## src/rtl/midi_pkg.sv

```systemverilog
// Shared MIDI constants, parser state encoding and message-length helper
// for the channel-voice message assembler.
package midi_pkg;

  localparam logic [3:0] NOTE_OFF = 4'h8;
  localparam logic [3:0] NOTE_ON  = 4'h9;
  localparam logic [3:0] POLY_AT  = 4'hA;
  localparam logic [3:0] CC       = 4'hB;
  localparam logic [3:0] PROG     = 4'hC;
  localparam logic [3:0] CHAN_AT  = 4'hD;
  localparam logic [3:0] PITCH    = 4'hE;

  localparam logic [7:0] SYSEX_START = 8'hF0;
  localparam logic [7:0] SYSEX_END   = 8'hF7;
  localparam logic [7:0] RT_MIN      = 8'hF8;

  typedef enum logic [1:0] {
    ST_IDLE    = 2'd0,
    ST_WAIT_D1 = 2'd1,
    ST_WAIT_D2 = 2'd2,
    ST_SYSEX   = 2'd3
  } state_t;

  // Program change and channel aftertouch carry one data byte; the rest carry two.
  function automatic logic [1:0] data_len(input logic [7:0] status);
    logic [1:0] len;
    case (status[7:4])
      PROG, CHAN_AT: len = 2'd1;
      default:       len = 2'd2;
    endcase
    return len;
  endfunction

endpackage

```

## src/rtl/midi_msg_assembler.sv

```systemverilog
// Rebuilds MIDI channel-voice messages from a raw byte stream, honouring
// running status and skipping SysEx, System Common and Real-Time bytes.
module midi_msg_assembler
  import midi_pkg::*;
#(
  parameter bit         OMNI    = 1'b1,
  parameter logic [3:0] CHANNEL = 4'd0
) (
  input  logic        clk,
  input  logic        reset,
  input  logic [7:0]  byte_in,
  input  logic        byte_valid,
  output logic [23:0] MIDI_data_out,
  output logic        msg_valid,
  output logic        sync_err
);

  state_t      r_state;
  logic [7:0]  r_running_status;
  logic [7:0]  r_data1;
  logic        r_pending;
  logic [23:0] r_data_out;
  logic        r_msg_valid;
  logic        r_sync_err;

  logic w_is_rt;
  logic w_is_voice;
  logic w_is_system;
  logic w_is_data;
  logic w_rs_valid;
  logic w_chan_ok;

  always_comb begin
    w_is_rt     = byte_in >= RT_MIN;
    w_is_voice  = byte_in[7] && (byte_in < SYSEX_START);
    w_is_system = (byte_in >= SYSEX_START) && !w_is_rt;
    w_is_data   = !byte_in[7];
    w_rs_valid  = r_running_status[7];
    w_chan_ok   = OMNI || (r_running_status[3:0] == CHANNEL);
  end

  // r_pending marks a freshly latched status whose message has not yet
  // completed; replacing it with another voice status abandons that message.
  always_ff @(posedge clk) begin
    if (reset) begin
      r_state          <= ST_IDLE;
      r_running_status <= 8'h00;
      r_data1          <= 8'h00;
      r_pending        <= 1'b0;
      r_data_out       <= 24'h000000;
      r_msg_valid      <= 1'b0;
      r_sync_err       <= 1'b0;
    end else begin
      r_msg_valid <= 1'b0;
      r_sync_err  <= 1'b0;
      if (byte_valid && w_is_voice) begin
        if (r_state == ST_WAIT_D2 || (r_state == ST_WAIT_D1 && r_pending))
          r_sync_err <= 1'b1;
        r_running_status <= byte_in;
        r_pending        <= 1'b1;
        r_state          <= ST_WAIT_D1;
      end else if (byte_valid && w_is_system) begin
        r_running_status <= 8'h00;
        r_pending        <= 1'b0;
        r_state          <= (byte_in == SYSEX_START) ? ST_SYSEX : ST_IDLE;
      end else if (byte_valid && w_is_data) begin
        case (r_state)
          ST_IDLE, ST_WAIT_D1: begin
            if (!w_rs_valid) begin
              r_sync_err <= 1'b1;
            end else if (data_len(r_running_status) == 2'd1) begin
              if (w_chan_ok) begin
                r_data_out  <= {r_running_status, byte_in, 8'h00};
                r_msg_valid <= 1'b1;
              end
              r_pending <= 1'b0;
              r_state   <= ST_WAIT_D1;
            end else begin
              r_data1 <= byte_in;
              r_state <= ST_WAIT_D2;
            end
          end
          ST_WAIT_D2: begin
            if (w_chan_ok) begin
              r_data_out  <= {r_running_status, r_data1, byte_in};
              r_msg_valid <= 1'b1;
            end
            r_pending <= 1'b0;
            r_state   <= ST_WAIT_D1;
          end
          default: ;
        endcase
      end
    end
  end

  assign MIDI_data_out = r_data_out;
  assign msg_valid     = r_msg_valid;
  assign sync_err      = r_sync_err;

endmodule

```

## config.mk

```make
export PLATFORM = sky130hd
export DESIGN_NAME = midi_msg_assembler
export DESIGN_NICKNAME = d
export VERILOG_FILES = /design/src/rtl/midi_pkg.sv /design/src/rtl/midi_msg_assembler.sv
export SDC_FILE = /design/constraint.sdc
export NUM_CORES = 1
export LEC_CHECK = 0
export CAP_MARGIN = 10
export CORE_UTILIZATION = 49
export CTS_BUF_LIST = sky130_fd_sc_hd__clkbuf_8 sky130_fd_sc_hd__clkbuf_16
export CTS_CLUSTER_SIZE = 8
export DETAILED_ROUTE_END_ITERATION = 12
export PLACE_DENSITY = 0.85
export RECOVER_POWER = 50
export SYNTH_ARGS = -nofsm -noshare
export SYNTH_HDL_FRONTEND = slang
export SYNTH_SLANG_ARGS = --single-unit
export TNS_END_PERCENT = 10
```

## constraint.sdc

```tcl
create_clock -name clk -period 1.85 [get_ports clk]
set_input_delay 0.2775 -clock clk [delete_from_list [all_inputs] [get_ports clk]]
set_output_delay 0.2775 -clock clk [all_outputs]
set_load 0.01 [all_outputs]
```

Word-level counts from Yosys, hierarchy flattened
Index checks and enable logic that the tools add are counted. W data, S select, Z words.

Bits in registers: 45. Bits of input ports: 11. Output and inout bits: 26. Logic and storage cells: 85.

$lt $le $gt $ge: 3. Equality and inequality tests: 11. Muxes and demuxes: 34. Bitwise gates (word level): 4. Reductions and logical operators: 25.

Operators by type and width (count): $mux W24 (2); $pmux W24 S2 (1); $mux W2 (12); $ge A8 B8 Y1 const B (2); $mux W8 (2); $mux W1 (14); $reduce_and A6 Y1 (2); $eq A4 B4 Y1 const B (2); $eq A8 B8 Y1 const B (1); $lt A8 B8 Y1 const B (1); $ne A4 B4 Y1 const B (2); $logic_and A1 B1 Y1 (6); $reduce_and A3 Y1 (2); $reduce_bool A2 Y1 (3); $reduce_bool A3 Y1 (2); $reduce_or A2 Y1 (3); $eq A2 B1 Y1 const B (2); $ne A2 B2 Y1 const B (2); $not A1 Y1 (4); $pmux W1 S2 (2); $pmux W2 S2 (1); $reduce_and A4 Y1 (1); $reduce_bool A4 Y1 (1); $reduce_or A4 Y1 (1); 5 further kinds (6).

Depth between registers and ports, before layout
Word-level depth: 16. Mapped depth: 6. Gate-level depth less buffers: 4.

Least setup slack after synthesis
Ideal clock, no wire load.

Path kind: flip-flop to flip-flop. Start point: register r_state[1]. End point: register r_state[1]. Library setup time: 79 ps. Arrival time: 1365 ps. Required time: 1771 ps. Setup slack: 406 ps. Cell stages (with the launch flop): 5. Buffers on the path: 0. Period minus slack after synthesis: 1444 ps. Cells stage by stage: dfxtp_1 > and4bb_1 > o21a_2 > or3_1 > a211oi_2.

Cells in the longest elaborated chain, start to end: 5. Elaborated cells on any way between the ends: 10. Those cells by class: eq/ne (3); mux (3); reduce/logical (4).

Ends and longest elaborated chain: start, declared (RTL line midi_msg_assembler.sv:18) `state_t r_state;`; start signal, assigned (RTL line midi_msg_assembler.sv:65) `r_state <= (byte_in == SYSEX_START) ? ST_SYSEX : ST_IDLE;`; $eq A2 B1 Y1 / $logic_not A2 Y1 (equally long branches) (RTL line midi_msg_assembler.sv:67) `case (r_state)`; $reduce_or A2 Y1 (RTL line midi_msg_assembler.sv:67); $pmux W2 S2 (RTL line midi_msg_assembler.sv:67); $mux W2 (RTL line midi_msg_assembler.sv:66) `end else if (byte_valid && w_is_data) begin`; $mux W2 (RTL line midi_msg_assembler.sv:62) `end else if (byte_valid && w_is_system) begin`.

Parallel ways exist; a longest one is shown, timed or not. The select of a mux whose other input is x is not followed. A chain may end at the register's enable or synchronous reset.

Worst setup path after layout
Start point: input byte_valid. End point: register r_running_status[5].

Cells in the longest elaborated chain, start to end: 2. Elaborated cells on any way between the ends: 4. Those cells by class: mux (1); reduce/logical (3).

Ends and longest elaborated chain: start, declared (RTL line midi_msg_assembler.sv:12) `input logic byte_valid,`; $logic_and A1 B1 Y1 (on tied branches) (RTL line midi_msg_assembler.sv:56, midi_msg_assembler.sv:62); $mux W8 / $reduce_bool A2 Y1 (equally long branches); end signal, assigned (RTL line midi_msg_assembler.sv:59) `r_running_status <= byte_in;`; end, declared (RTL line midi_msg_assembler.sv:19) `logic [7:0] r_running_status;`.

Parallel ways exist; a longest one is shown, timed or not.

==> metrics.yaml <==
timing:
  finalMaxSlewViolations: 0
  finalCritPeriodShare_pct: 91.13
  hold_violations: 0
  fin_tns_setup_ps: 0
  fin_crit_ps: 1686
  finalSetupViolCount: 0
  worst_slack_ps: 164.2
  rsz0062_at_grt: "false"
  worst_pin_slew_ps: 708.2
  fin_skew_ps: 5.171
  timing.fmax_mhz: 593.2
  slew-limit-headroom_pct: 52.76
die:
  core_area_mm2: 0.003390
  die_area_mm2: 0.003831
  start_util_pct: 51.86
  pin_count: 37
  die_y_um: 61.90
  row_count: 21
  die_w_um: 61.90
route:
  vias: 1609
  drc: 0
  drtIter0Drc: 91
  drt_pre_antenna_iters: 4
  routed_via_density: 5.381
  wl_um: 4101
  post_drt_wl_per_cell_um: 13.72
  ant_nets: 0
setup_path:
  cp.arrival_ps: 1920
  path_cells: "clkdlybuf4s50_1, and2_1, and2_0, a22oi_1, nor2_1"
  path_class: "in -> reg"
  cp_slowest_stage_delay_ps: 580
  slowest_stage: "and2_0"
  end_kind: "flop"
  crit_fanout: 13
  startpoint_type: "primary input"
  required_ps: 2090
logic_synthesis:
  synth-edff-count: 0
  synth_cell_type_count: 33
  synth_flop_cell: "dfxtp_1"
  syn_area_mm2: 0.001758
  netlist_top_cells_area: "dfxtp_1 (51%), nand2_1 (7.7%), nor2_1 (5.6%)"
  synth.top_cell.area_share_pct: 51.25
  syn_avg_cell_area_um2: 8.617
  synth_most_common_cell: "dfxtp_1"
  ys_seq_elements: 45
  synth-seq-area-share_pct: 51.25
  syn_inst: 204
  yosysTopAreaCell: "dfxtp_1"
  ys_async_sr_fraction_pct: 0
  syn-num-nets: 215
  synthTopCellsByCount: "dfxtp_1 (45), nand2_1 (36), nor2_1 (26)"
  synth.yosys.warnings: 0
final_layout:
  final_net_count: 263
  drive_gt1_share_pct: 10.67
  antenna_cells: 0
  n_fill_cell: 268
  syn_to_final_growth_pct: 33.74
clocking:
  htree_levels: 2
  cts_hold_buf: 0
  cts_resized: 0
  cts_root_buffer: "clkbuf_8"
  clkTransAtPathRegs_ps: 80
  cts_tree: "built"
  clockBufferDepth: 2
  post-cts-setup-buffers: 0
  insertion_delay_ps: 300
  cts_made_buffers: 5
  cts.sinks: 45
power:
  internal_power_mw: 1.319
  static-leakage-power_nw: 0.9895
  power_switching_mw: 0.4145
  power_density_mw_per_mm2: 737.2
  comb_power_share_pct: 9.2
  ir_worst_vdd_v: 0.0005316
  swShare_pct: 23.92
  pwr-share-seq_pct: 57.7
  power.clock.fraction_pct: 33.0
global_routing:
  grt_first_pass_wirelength_um: 6630
  grt_max_degree: 46
  grt_remaining_overflow: 0
  grt_use_total_pct: 24.83
  grt_pass1_vias: 1442
  antenna_found_initial: 0
placed_design:
  hpwlAfterDp_um: 2896
  numPortBuffers: 36
  place_ws_ps: -61.50
  place.gp.congestion: 0.9875
min_path:
  hp-class: "reg -> reg"
job:
  drv_cap: 0
outcome:
  outcome: "finished, final reports clean"
==> state kept, by name (all words and copies together), names as in the netlist <==
name,cells
msg_valid,1
sync_err,1
r_pending,1
r_data1,8
r_running_status,8
MIDI_data_out,24
r_state,2
==> path summary, 6_finish.rpt <==
kind,startpoint,endpoint,slack (ps),depth (start not counted)
max,byte_valid,r_running_status[5],160,5
min,MIDI_data_out[15],MIDI_data_out[15],450,2
max reg2reg,r_state[1],r_state[1],270,4
min reg2reg,MIDI_data_out[15],MIDI_data_out[15],450,2
==> worst max-delay path: cells and delay by family <==
family | cells | cell delay [ps]
simple gates | 3 | 880
buf+inv | 1 | 570
compound gates | 1 | 190
==> kinds of logic (layout without fill, tap and decap cells) <==
kind of cell / Yosys count / count (layout) / synth area share (%)
buffers and inverters: 16 / 65 / 3.844
and+or+nand+nor: 93 / 93 / 24.13
DFF: 45 / 45 / 51.25
AOI/OAI and AO/OA: 42 / 42 / 16.23
muxes: 8 / 8 / 4.555
==> layout make-up <==
cell class / instances / area (um2) / share of cell area, %
inverters: 2 / 7.507 / 0.3193
clock buffers: 5 / 68.82 / 2.927
clock inverters: 3 / 15.01 / 0.6386
repair buffers: 55 / 511.7 / 21.77
flip-flops and latches: 45 / 900.9 / 38.32
multi-input cells: 143 / 789.5 / 33.58
well taps: 46 / 57.56 / 2.448
==> power by group through the flow <==
stage / Sequential [mW] / Combinational, mW / Clock (mW)
floorplan: 1.02 / 0.0775 / 0
global placement: 1.02 / 0.158 / 0
detailed placement: 1.02 / 0.160 / 0
CTS: 1.00 / 0.161 / 0.593
global route: 1.00 / 0.174 / 0.641
finish: 1.00 / 0.160 / 0.573
==> stage by stage <==
stage | hold slack, ps | cell area [um2] | std cells | util, % | power, mW
5_1_grt | 471.7 | 2351 | 299 | 69.36 | 1.818
2_1_floorplan | 421.4 | 1758 | 204 | - | 1.099
4_1_cts | 459.1 | 2355 | 299 | 69.47 | 1.755
6_report | 451.5 | 2351 | 299 | 69.36 | 1.733
3_5_place_dp | 445.2 | 2271 | 291 | 67.00 | 1.183
3_3_place_gp | 442.1 | 2271 | 291 | 67.00 | 1.180
==> routing by layer <==
metal / wire length [um] / GRT usage [%] / vias up
li1: - / - / 801
met1: 1901 / 31.92 / 755
met2: 1889 / 37.79 / 45
met3: 220 / 7.039 / 8
met4: 89 / 13.33 / 0
met5: 0 / 0 / -
==> layout by cell type (no fill, tap or decap), drive strengths merged, types with 2 or more instances in the layout <==
cell type       n
dlygate4sd3    26
clkbuf          6
nor2b           3
clkdlybuf4s50  10
nor3b           2
and2            2
a211oi          2
o21ai           2
nor3            6
nand3           8
a311oi          6
nor2           26
a31oi           2
nand2          36
dfxtp          45
nand2b          2
a21oi          17
a22oi           7
buf            18
a21o            2
or3             3
inv             4
mux2i           8
No activity file was read; power rests on OpenSTA's default activity.
